`config.mk`:
```
export PLATFORM = sky130hd
export DESIGN_NAME = mem_stage_access_unit
export DESIGN_NICKNAME = d
export VERILOG_FILES = /design/src/rtl/mem_stage_access_unit.sv
export SDC_FILE = /design/constraint.sdc
export NUM_CORES = 1
export LEC_CHECK = 0
export CAP_MARGIN = 10
export CORE_UTILIZATION = 30
export CTS_CLUSTER_SIZE = 14
export DETAILED_ROUTE_END_ITERATION = 7
export SYNTH_ARGS = -nofsm -noshare
export SYNTH_HDL_FRONTEND = slang
export SYNTH_SLANG_ARGS = --single-unit
```
`constraint.sdc`:
```
create_clock -name clk -period 2 [get_ports clk]
set_input_delay 0.6 -clock clk [delete_from_list [all_inputs] [get_ports clk]]
set_output_delay 0.6 -clock clk [all_outputs]
set_load 0.1 [all_outputs]
```
`src/rtl/mem_stage_access_unit.sv`:
```
// MEM-stage data-memory access unit: one req/ack bus transaction per access,
// big-endian lane steering, load extraction and the MEM/WB pipeline register.
module mem_stage_access_unit #(
  parameter int TIMEOUT = 16,
  parameter int CNT_W   = 5
) (
  input  logic        clk,
  input  logic        R,
  input  logic        load_mem,
  input  logic        rf_le_mem,
  input  logic        E_mem,
  input  logic [1:0]  size_mem,
  input  logic        rw_dm_mem,
  input  logic        se_mem,
  input  logic [31:0] alu_out_mem,
  input  logic [31:0] st_data_mem,
  input  logic [4:0]  rd_mem,
  output logic        mem_req,
  output logic        mem_we,
  output logic [31:0] mem_addr,
  output logic [3:0]  mem_be,
  output logic [31:0] mem_wdata,
  input  logic [31:0] mem_rdata,
  input  logic        mem_ack,
  output logic        stall_mem,
  output logic        trap_misalign,
  output logic        bus_err,
  output logic [31:0] wb_data,
  output logic        rf_le_wb,
  output logic [4:0]  rd_wb
);

  typedef enum logic [1:0] {S_IDLE, S_WAIT, S_DONE} state_t;

  state_t           r_state;
  state_t           w_state_next;
  logic [CNT_W-1:0] r_cnt;
  logic             r_abort;
  logic [31:0]      r_rdata;

  logic        w_misaligned;
  logic        w_start;
  logic        w_timeout;
  logic        w_fault;
  logic [3:0]  w_be;
  logic [31:0] w_wdata;
  logic [7:0]  w_byte;
  logic [15:0] w_half;
  logic [31:0] w_load_data;

  always_comb begin
    case (size_mem)
      2'b00:   w_misaligned = 1'b0;
      2'b01:   w_misaligned = alu_out_mem[0];
      default: w_misaligned = |alu_out_mem[1:0];
    endcase
  end

  assign w_start   = E_mem & ~w_misaligned;
  assign w_timeout = (r_state == S_WAIT) & ~mem_ack & (r_cnt == CNT_W'(TIMEOUT - 1));

  // State register
  always_ff @(posedge clk) begin
    if (R) r_state <= S_IDLE;
    else   r_state <= w_state_next;
  end

  // Next-state logic
  always_comb begin
    w_state_next = r_state;
    case (r_state)
      S_IDLE:  if (w_start) w_state_next = S_WAIT;
      S_WAIT:  if (mem_ack || w_timeout) w_state_next = S_DONE;
      S_DONE:  w_state_next = S_IDLE;
      default: w_state_next = S_IDLE;
    endcase
  end

  // Combinational outputs are forced low while reset is asserted
  always_comb begin
    stall_mem     = ~R & (((r_state == S_IDLE) & w_start) | (r_state == S_WAIT));
    trap_misalign = ~R & (r_state == S_IDLE) & E_mem & w_misaligned;
    bus_err       = ~R & w_timeout;
  end

  // Byte offset 0 is the most significant lane
  always_comb begin
    case (size_mem)
      2'b00: begin
        w_be    = 4'b1000 >> alu_out_mem[1:0];
        w_wdata = {4{st_data_mem[7:0]}};
      end
      2'b01: begin
        w_be    = alu_out_mem[1] ? 4'b0011 : 4'b1100;
        w_wdata = {2{st_data_mem[15:0]}};
      end
      default: begin
        w_be    = 4'b1111;
        w_wdata = st_data_mem;
      end
    endcase
  end

  always_ff @(posedge clk) begin
    if (R) begin
      mem_req   <= 1'b0;
      mem_we    <= 1'b0;
      mem_addr  <= '0;
      mem_be    <= '0;
      mem_wdata <= '0;
      r_cnt     <= '0;
      r_abort   <= 1'b0;
      r_rdata   <= '0;
    end else begin
      case (r_state)
        S_IDLE: begin
          if (w_start) begin
            mem_req   <= 1'b1;
            mem_we    <= rw_dm_mem;
            mem_addr  <= {alu_out_mem[31:2], 2'b00};
            mem_be    <= w_be;
            mem_wdata <= w_wdata;
            r_cnt     <= '0;
            r_abort   <= 1'b0;
          end
        end
        S_WAIT: begin
          r_cnt <= r_cnt + CNT_W'(1);
          if (mem_ack) begin
            mem_req <= 1'b0;
            r_rdata <= mem_rdata;
            r_abort <= 1'b0;
          end else if (w_timeout) begin
            mem_req <= 1'b0;
            r_abort <= 1'b1;
          end
        end
        default: ;
      endcase
    end
  end

  always_comb begin
    case (alu_out_mem[1:0])
      2'b00:   w_byte = r_rdata[31:24];
      2'b01:   w_byte = r_rdata[23:16];
      2'b10:   w_byte = r_rdata[15:8];
      default: w_byte = r_rdata[7:0];
    endcase
    w_half = alu_out_mem[1] ? r_rdata[15:0] : r_rdata[31:16];
    case (size_mem)
      2'b00:   w_load_data = {{24{se_mem & w_byte[7]}}, w_byte};
      2'b01:   w_load_data = {{16{se_mem & w_half[15]}}, w_half};
      default: w_load_data = r_rdata;
    endcase
  end

  // A trap or an aborted access must not write the register file
  assign w_fault = trap_misalign | ((r_state == S_DONE) & r_abort);

  always_ff @(posedge clk) begin
    if (R) begin
      wb_data  <= '0;
      rf_le_wb <= 1'b0;
      rd_wb    <= '0;
    end else if (stall_mem) begin
      rf_le_wb <= 1'b0;
    end else begin
      rd_wb    <= rd_mem;
      rf_le_wb <= rf_le_mem & ~w_fault;
      wb_data  <= load_mem ? w_load_data : alu_out_mem;
    end
  end

endmodule

```
==> impl_metrics.yaml <==
run_status:
  status: "complete, but fails checks"
  violations: "setup timing"
clocking:
  clkLatencyLatePin_ps: 430
  numClockSinks: 146
  holdBufCountCts: 0
  clk_path_buf_depth: 2
  cts_tree: "built"
  clk_pin_slew_worst_paths_ps: 60
  htree_levels: 4
  cts_made_buffers: 17
  cts_root_buf: "clkbuf_16"
detailed_routing:
  route.vias.total: 6615
  avgViaCountPerCell: 5.09
  drc: 0
  drt-total-wl_um: 23900
  wl_per_cell_um: 18.4
  drtIter0Drc: 360
  drtAntennaViolNets: 0
  drt_first_pass_iters: 7
timing:
  relSlewSlack_pct: 55.6
  finalHoldViolCount: 0
  fmax_mhz: 427
  layout_setup_ws_ps: -342
  holdWs_ps: 455
  slew_violations: 0
  finalSetupViolCount: 3
  timing.final.crit_share_pct: 117
  fin_skew_ps: 8.54
  rsz0062_at_grt: "true"
  fin_crit_ps: 2340
  worst_slew_pin_slew_ps: 666
floorplanning:
  pin_count: 222
  core_area_um2: 20500
  die_height_um: 148
  dieArea_um2: 21800
  die_x_um: 148
  initial_core_util_pct: 31.1
  rows: 52
worst_hold_path:
  hp-class: "reg2reg"
critical_path:
  cp.arrival_ps: 1740
  cp_max_fo: 2
  worstSetupPathType: "in2out"
  cp-start-kind: "input port"
  crit_path_end_kind: "primary output"
  required_ps: 1400
logic_synthesis:
  ys_top_cells_by_area: "dfxtp_1, nand2_1, a21oi_1, a32o_1, o211ai_1"
  synth_area_leader_cell: "dfxtp_1"
  yosysSeqAreaShare_pct: 45.9
  ys_seq_elements: 146
  syn_inst: 775
  yosys_warnings: 0
  yosys.area.top_type_share_pct: 45.9
  mappedNetlistArea_um2: 6360
  synth-async-reset-ratio_pct: 0
  syn_avg_cell_area_um2: 8.21
  synth_edf_count: 0
  synth_flop_cell: "dfxtp_1"
  ys_types: 51
layout:
  finish.utilization_pct: 53.7
  syn_to_final_growth_pct: 72.8
  fin_nets: 1129
  n_antenna_cell: 0
  drive_gt1_share_pct: 25.9
  final_common_cell: "nand2_1"
  final_cell_mix: "nand2_1, dfxtp_1, buf_12"
placement:
  place_congestion: 0.884
  dpl.hpwl_um: 17900
  portBuffers: 219
  place_ws_ps: -757
power_and_ir_drop:
  power_density_nw_per_um2: 860
  vdd_ir_drop_max_uv: 602
  p_leak_nw: 4.12
  finalPower_mw: 9.46
grt:
  grt_max_degree: 60
  grt_pass1_vias: 6624
  grt_overflow_total: 0
  grt_usage_pct: 22.5
  antenna_found_initial: 0
  grt_first_pass_wirelength_um: 37400
run:
  maxCapViolCount: 0
worst paths after layout:
| kind | startpoint | endpoint | slack, ps | cells after the start |
|---|---|---|---|---|
| setup / recovery | mem_ack | bus_err | -340 | 3 |
| hold / removal | r_rdata[5] | r_rdata[5] | 460 | 2 |
| setup reg to reg | r_state[1] | mem_addr[25] | 150 | 6 |
| hold reg to reg | r_rdata[5] | r_rdata[5] | 460 | 2 |
report_power, final:
group / switching, mW / internal, mW
clock: 1.28 / 2.12
combinational: 1.72 / 1.07
sequential: 0.183 / 3.08
per-layer routing:
| layer | track usage [%] | vias to the layer above | routed length (µm) |
|---|---|---|---|
| met5 | 0 | - | 0 |
| met1 | 25.6 | 3104 | 9270 |
| met2 | 38.1 | 278 | 11500 |
| met4 | 9.54 | 0 | 771 |
| met3 | 7.93 | 41 | 2340 |
| li1 | - | 3192 | - |
final cells by class:
class	instances	area, µm²
Sequential cell	146	2930
Fill cell	1867	9500
Clock inverter	12	180
Clock buffer	20	447
Tap cell	270	338
Inverter	11	41.3
Timing Repair Buffer	292	3900
Multi-Input combinational cell	548	3160
critical path: stages:
cell	delay, ps
clkdlybuf4s50_1	510
nor4b_4	400
buf_12	220
cell families after synthesis:
group | count (synthesis) | synth area share, %
flops | 146 | 45.9
fa+ha+maj | 2 | 0.393
other cells | 1 | 0.0589
buf+inv | 82 | 5.90
simple gates | 304 | 20.0
compound gates | 217 | 23.8
mux | 23 | 3.91
flip-flops by register name, summed over array words and instances (netlist names), 2 cells and up:
| name | flops |
|---|---|
| mem_addr | 30 |
| rd_wb | 5 |
| mem_wdata | 32 |
| r_state | 2 |
| mem_be | 4 |
| r_cnt | 5 |
| r_rdata | 32 |
| wb_data | 32 |
synth_stat cells, types with 3 or more instances:
cell type    n
a211oi_1    14
a21oi_1     96
a221oi_1     8
a22oi_1      6
a311oi_1     8
a32o_1      23
and2_1       3
buf_1        4
buf_2       21
buf_4        5
buf_6        3
clkbuf_1    38
dfxtp_1    146
inv_1       11
mux2_2       5
mux2i_1     17
nand2_1    206
nand2b_1     3
nand3_1     10
nor2_1      41
nor2b_1      3
nor3_1       7
o211ai_1    25
o21ai_0     10
o221ai_1     4
o41ai_1      9
or2_2       18
stage by stage:
step | setup TNS, ps | cells | area [µm²]
floorplan | -1060 | 776 | 6480
global placement | -56920 | 1259 | 10300
detailed placement | -59670 | 1259 | 10300
CTS | -852 | 1296 | 11000
global route | -919 | 1299 | 11000
finish | -744 | 1299 | 11000
repair_timing:
item	CTS	global route
buffers inserted	5	3
gates resized for setup	25	2
endpoints found under the setup margin	94	3
pin swaps	5	3
No activity file was read; power rests on OpenSTA's default activity.
